## src/rtl/red_iterativa_der_izq_pkg.sv

```systemverilog
// rtl/red_iterativa_der_izq_pkg.sv - shared width default and cell-mode enum for the iterative comparator
package red_iterativa_der_izq_pkg;

   localparam int K_DEFAULT = 4;

   // SIGN_CELL swaps the "A wins" term so the MSB cell reads as a two's-complement sign bit
   typedef enum logic {
      UNSIGNED_CELL = 1'b0,
      SIGN_CELL     = 1'b1
   } cell_mode_e;

endpackage

```

## src/rtl/red_iterativa_der_izq_if.sv

```systemverilog
// rtl/red_iterativa_der_izq_if.sv - operand/result bundle between stimulus source and comparator
interface red_iterativa_der_izq_if
   import red_iterativa_der_izq_pkg::*;
   #(parameter int K = K_DEFAULT);

   logic [K-1:0] A;
   logic [K-1:0] B;
   logic         valid_in;
   logic [K-1:0] N;
   logic         Z;
   logic         valid_out;

   modport master (output A, B, valid_in, input N, Z, valid_out);
   modport slave  (input A, B, valid_in, output N, Z, valid_out);

endinterface

```

## src/rtl/red_iterativa_der_izq_celda.sv

```systemverilog
// rtl/red_iterativa_der_izq_celda.sv - one-bit comparator cell merging its bit pair with the lower verdict
module celda_comparadora
   import red_iterativa_der_izq_pkg::*;
(
   input  logic       a,
   input  logic       b,
   input  logic       n_in,
   input  cell_mode_e mode,
   output logic       n_out
);

   logic wins;
   logic same;

   // A differing bit decides outright; equal bits pass the lower verdict through
   assign wins  = (mode == SIGN_CELL) ? (~a & b) : (a & ~b);
   assign same  = ~(a ^ b);
   assign n_out = wins | (same & n_in);

endmodule

```

## src/rtl/red_iterativa_der_izq.sv

```systemverilog
// rtl/red_iterativa_der_izq.sv - registered right-to-left chain comparator; RED_ITERATIVA_SIGNED_EN selects signed operands
module red_iterativa_der_izq
   import red_iterativa_der_izq_pkg::*;
   #(parameter int K = K_DEFAULT)
(
   input  logic                    clk,
   input  logic                    reset,
   red_iterativa_der_izq_if.slave  bus
);

   logic [K:0]   chain;
   logic [K-1:0] n_reg;
   logic         z_reg;
   logic         valid_reg;

   assign chain[0] = 1'b0;

   for (genvar i = 0; i < K; i++) begin : g_cell
`ifdef RED_ITERATIVA_SIGNED_EN
      localparam cell_mode_e MODE = (i == K - 1) ? SIGN_CELL : UNSIGNED_CELL;
`else
      localparam cell_mode_e MODE = UNSIGNED_CELL;
`endif
      celda_comparadora u_celda (
         .a     (bus.A[i]),
         .b     (bus.B[i]),
         .n_in  (chain[i]),
         .mode  (MODE),
         .n_out (chain[i+1])
      );
   end

   // Results only move on a valid sample; otherwise the last verdict stays on display
   always_ff @(posedge clk) begin
      if (reset) begin
         n_reg     <= '0;
         z_reg     <= 1'b0;
         valid_reg <= 1'b0;
      end else begin
         valid_reg <= bus.valid_in;
         if (bus.valid_in) begin
            n_reg <= chain[K:1];
            z_reg <= chain[K];
         end
      end
   end

   assign bus.N         = n_reg;
   assign bus.Z         = z_reg;
   assign bus.valid_out = valid_reg;

endmodule

```

## src/flat_wrapper.sv

```systemverilog
// flat-port wrapper written by rule: the top's interface ports become plain ports
module red_iterativa_der_izq_flat import red_iterativa_der_izq_pkg::*;
#(parameter int K = K_DEFAULT)
  (clk, reset, bus_A, bus_B, bus_valid_in, bus_N, bus_Z, bus_valid_out);
  red_iterativa_der_izq_if #(.K(K)) bus_i ();
  input  logic clk;
  input  logic reset;
  input wire logic [$bits(bus_i.A)-1:0] bus_A;
  input wire logic [$bits(bus_i.B)-1:0] bus_B;
  input wire logic [$bits(bus_i.valid_in)-1:0] bus_valid_in;
  output wire logic [$bits(bus_i.N)-1:0] bus_N;
  output wire logic [$bits(bus_i.Z)-1:0] bus_Z;
  output wire logic [$bits(bus_i.valid_out)-1:0] bus_valid_out;
  assign bus_i.A = bus_A;
  assign bus_i.B = bus_B;
  assign bus_i.valid_in = bus_valid_in;
  assign bus_N = bus_i.N;
  assign bus_Z = bus_i.Z;
  assign bus_valid_out = bus_i.valid_out;
  red_iterativa_der_izq #(.K(K)) u_core (.clk(clk), .reset(reset), .bus(bus_i));
endmodule
```

## config.mk

```make
export PLATFORM = sky130hd
export DESIGN_NAME = red_iterativa_der_izq_flat
export DESIGN_NICKNAME = d
export VERILOG_FILES = /design/src/rtl/red_iterativa_der_izq_pkg.sv /design/src/rtl/red_iterativa_der_izq_if.sv /design/src/rtl/red_iterativa_der_izq_celda.sv /design/src/rtl/red_iterativa_der_izq.sv /design/src/flat_wrapper.sv
export SDC_FILE = /design/constraint.sdc
export NUM_CORES = 1
export LEC_CHECK = 0
export BUFFER_PORTS_ARGS = -buffer_cell sky130_fd_sc_hd__buf_4
export CAP_MARGIN = 20
export CORE_AREA = 2 2 39 41
export CTS_BUF_LIST = sky130_fd_sc_hd__clkbuf_8
export DETAILED_ROUTE_END_ITERATION = 7
export DIE_AREA = 0 0 41 43
export PLACE_DENSITY = 0.46
export SLEW_MARGIN = 15
export SYNTH_ARGS = -nofsm -noshare
export SYNTH_HDL_FRONTEND = slang
export SYNTH_SLANG_ARGS = --single-unit
```

## constraint.sdc

```tcl
create_clock -name clk -period 1.35 [get_ports clk]
set_input_delay 0.27 -clock clk [delete_from_list [all_inputs] [get_ports clk]]
set_output_delay 0.27 -clock clk [all_outputs]
set_load 0.05 [all_outputs]
```

==> impl_metrics.yaml <==
setup_path:
  cp-startpoint: "bus_A[1]"
  r2r_start: "u_core.bus.Z$_SDFFE_PP0P_"
  worstSetupEndpointType: "register"
  cp-endpoint: "u_core.bus.Z$_SDFFE_PP0P_"
  crit_fanout: 2
  cp.depth: 5
  path_delay_family: "compound AO/OA/AOI/OAI gates"
  timing.rr.end: "u_core.bus.Z$_SDFFE_PP0P_"
  path_cells: "buf_4, ha_1, and4b_1, o21ai_1, a311oi_1"
  required_ps: 1480
  start_kind: "primary input"
  critPathSlowestCell: "ha_1"
  slowest_delay_ps: 280
  crit_buf_inv: 1
  worstSetupPathType: "primary input to register"
  crit_arrival_ps: 1180
  reg2reg_depth: 2
  r2r_setup_slack_ps: 670
detailed_routing:
  drt-total-wl_um: 533
  drtIter0Drc: 0
  num_vias: 243
  route.detailed.drc: 0
  routedWlPerCell_um: 8.460
  drtPass1Iterations: 1
  ant_nets: 0
  avgViaCountPerCell: 3.857
logic_synthesis:
  ys_seq_elements: 5
  synth_area_per_cell_um2: 8.974
  yosysSeqAreaShare_pct: 38.46
  ys.flop_type: "dfxtp_1"
  synth_common_cells: "dfxtp_1, nor2_1, inv_1, ha_1, a211oi_1"
  syn_inst: 29
  synth_top_area_share_pct: 38.46
  syn_nets: 43
  synth.distinct_cells: 15
  yosys_warnings: 0
  synth_edf_count: 0
  async_flop_share_pct: 0
  synth_area_leaders: "dfxtp_1, ha_1, nor2_1, a211oi_1, inv_1"
  yosys.area.top_type: "dfxtp_1"
  syn_area_um2: 260.3
status:
  status: "finished, final reports clean"
timing:
  setup_tns_ps: 0
  slew_headroom_pct: 87.74
  clock-skew-final_ps: 0
  setup_viol: 0
  worst_pin_slew_ps: 182.7
  finalCriticalPeriod_ps: 1052
  min_period_over_period_pct: 77.90
  fmax_mhz: 950.9
  slew_viol_final: 0
  hold_violations: 0
  rsz0062_at_grt: "false"
run:
  cap_violations: 0
layout:
  final_area_um2: 432.9
  num_antenna_cells: 0
  regArea_um2: 100.1
  syn_to_final_growth_pct: 66.35
  fillers: 151
  drive_gt1_share_pct: 42.55
  final_util_pct: 31.28
  multi_input_area_um2: 132.6
  final_net_count: 62
floorplan:
  start_util_pct: 18.81
  dieWidth_um: 41
  die-height_um: 43
  rows: 14
  dieArea_um2: 1763
  ios: 17
  core_area_um2: 1384
global_routing:
  antenna_found_initial: 0
  overflow: 0
  grt_start_max_net_pins: 9
  grt_use_total_pct: 7.731
  grt_pass1_wl_um: 883
  grt_pass1_vias: 205
placement:
  dp_hpwl_um: 444.1
  gp_congestion: 0.5699
  port_buffers: 16
  place_area_um2: 387.9
hold_path:
  hold_depth: 2
  min_path_type: "primary input to register"
pwr:
  ir_drop_mv: 0.3071
  power_mw: 0.5431
  power.density_nw_per_um2: 1255
  p_leak_nw: 0.2316
cts:
  clock_latency_ps: 220
  cts_hold_buffers: 0
  clock_path_buffers: 2
  cts_tree: "yes"
  cts_buffers: 3
  clock-sinks: 5
  clkTransAtPathRegs_ps: 30
  post_cts_buffers: 0
  ctsRootBufferMaster: "clkbuf_8"
  cts_resized: 0
  htree_levels: 1
[logic make-up (layout without fill, tap and decap cells)]
family	count (synthesis)	in the layout	synth area share, %
DFF	5	5	38.46
muxes	1	1	3.846
and+or+nand+nor	8	8	16.83
AOI/OAI and AO/OA	6	6	15.86
buffers and inverters	6	24	10.57
adders and majority gates	3	3	14.42
[state kept, by name (all words and copies together) (netlist names)]
| register | flops |
|---|---|
| u_core.bus.valid_out | 1 |
| u_core.bus.Z | 1 |
| u_core.bus.N | 3 |
[layout make-up]
| type | count | area share (%) |
|---|---|---|
| Inverter | 4 | 3.468 |
| Tap cell | 16 | 4.624 |
| Clock inverter | 1 | 0.8671 |
| Clock buffer | 3 | 9.538 |
| Sequential cell | 5 | 23.12 |
| Multi-Input combinational cell | 18 | 30.64 |
| Timing Repair Buffer | 16 | 27.75 |
[cell usage in the layout, fill, tap and decap left out, types with 2 or more instances in the layout]
cell type  instances
a211oi_1           2
buf_4             16
nor2_1             5
inv_1              5
ha_1               3
dfxtp_1            5
clkbuf_8           3
[power by group]
group / total (mW) / internal, mW / switching, mW
Combinational: 0.120 / 0.0504 / 0.0693
Clock: 0.260 / 0.194 / 0.0662
Sequential: 0.163 / 0.158 / 0.00464
[stage by stage]
step / worst slack (ps) / hold WS, ps / cells
after floorplan: 166.1 / 341.6 / 29
final: 298.3 / 253.2 / 63
after CTS: 285.6 / 249.2 / 63
after global placement: 62.56 / 479.5 / 59
after detailed placement: 59.69 / 477.2 / 59
after global routing: 201.5 / 256.0 / 63
[worst min path at each step]
stage	startpoint	to	slack [ps]
finish	reset	u_core.bus.valid_out$_SDFF_PP0_	250
global route	reset	u_core.bus.N[0]$_SDFFE_PP0P_	260
CTS	reset	u_core.bus.N[0]$_SDFFE_PP0P_	250
detailed placement	reset	u_core.bus.valid_out$_SDFF_PP0_	480
global placement	reset	u_core.bus.valid_out$_SDFF_PP0_	480
floorplan	reset	u_core.bus.valid_out$_SDFF_PP0_	340
[metal layers]
metal  track usage (%)  vias to the layer above  share of wire (%)
li1                  -                      133                  -
met1             11.25                       98                 45
met2             8.125                       12                 41
met3             3.665                        0                 15
met4             6.000                        0                  0
met5                 0                        -                  0
(Power assumes the default switching activity.)
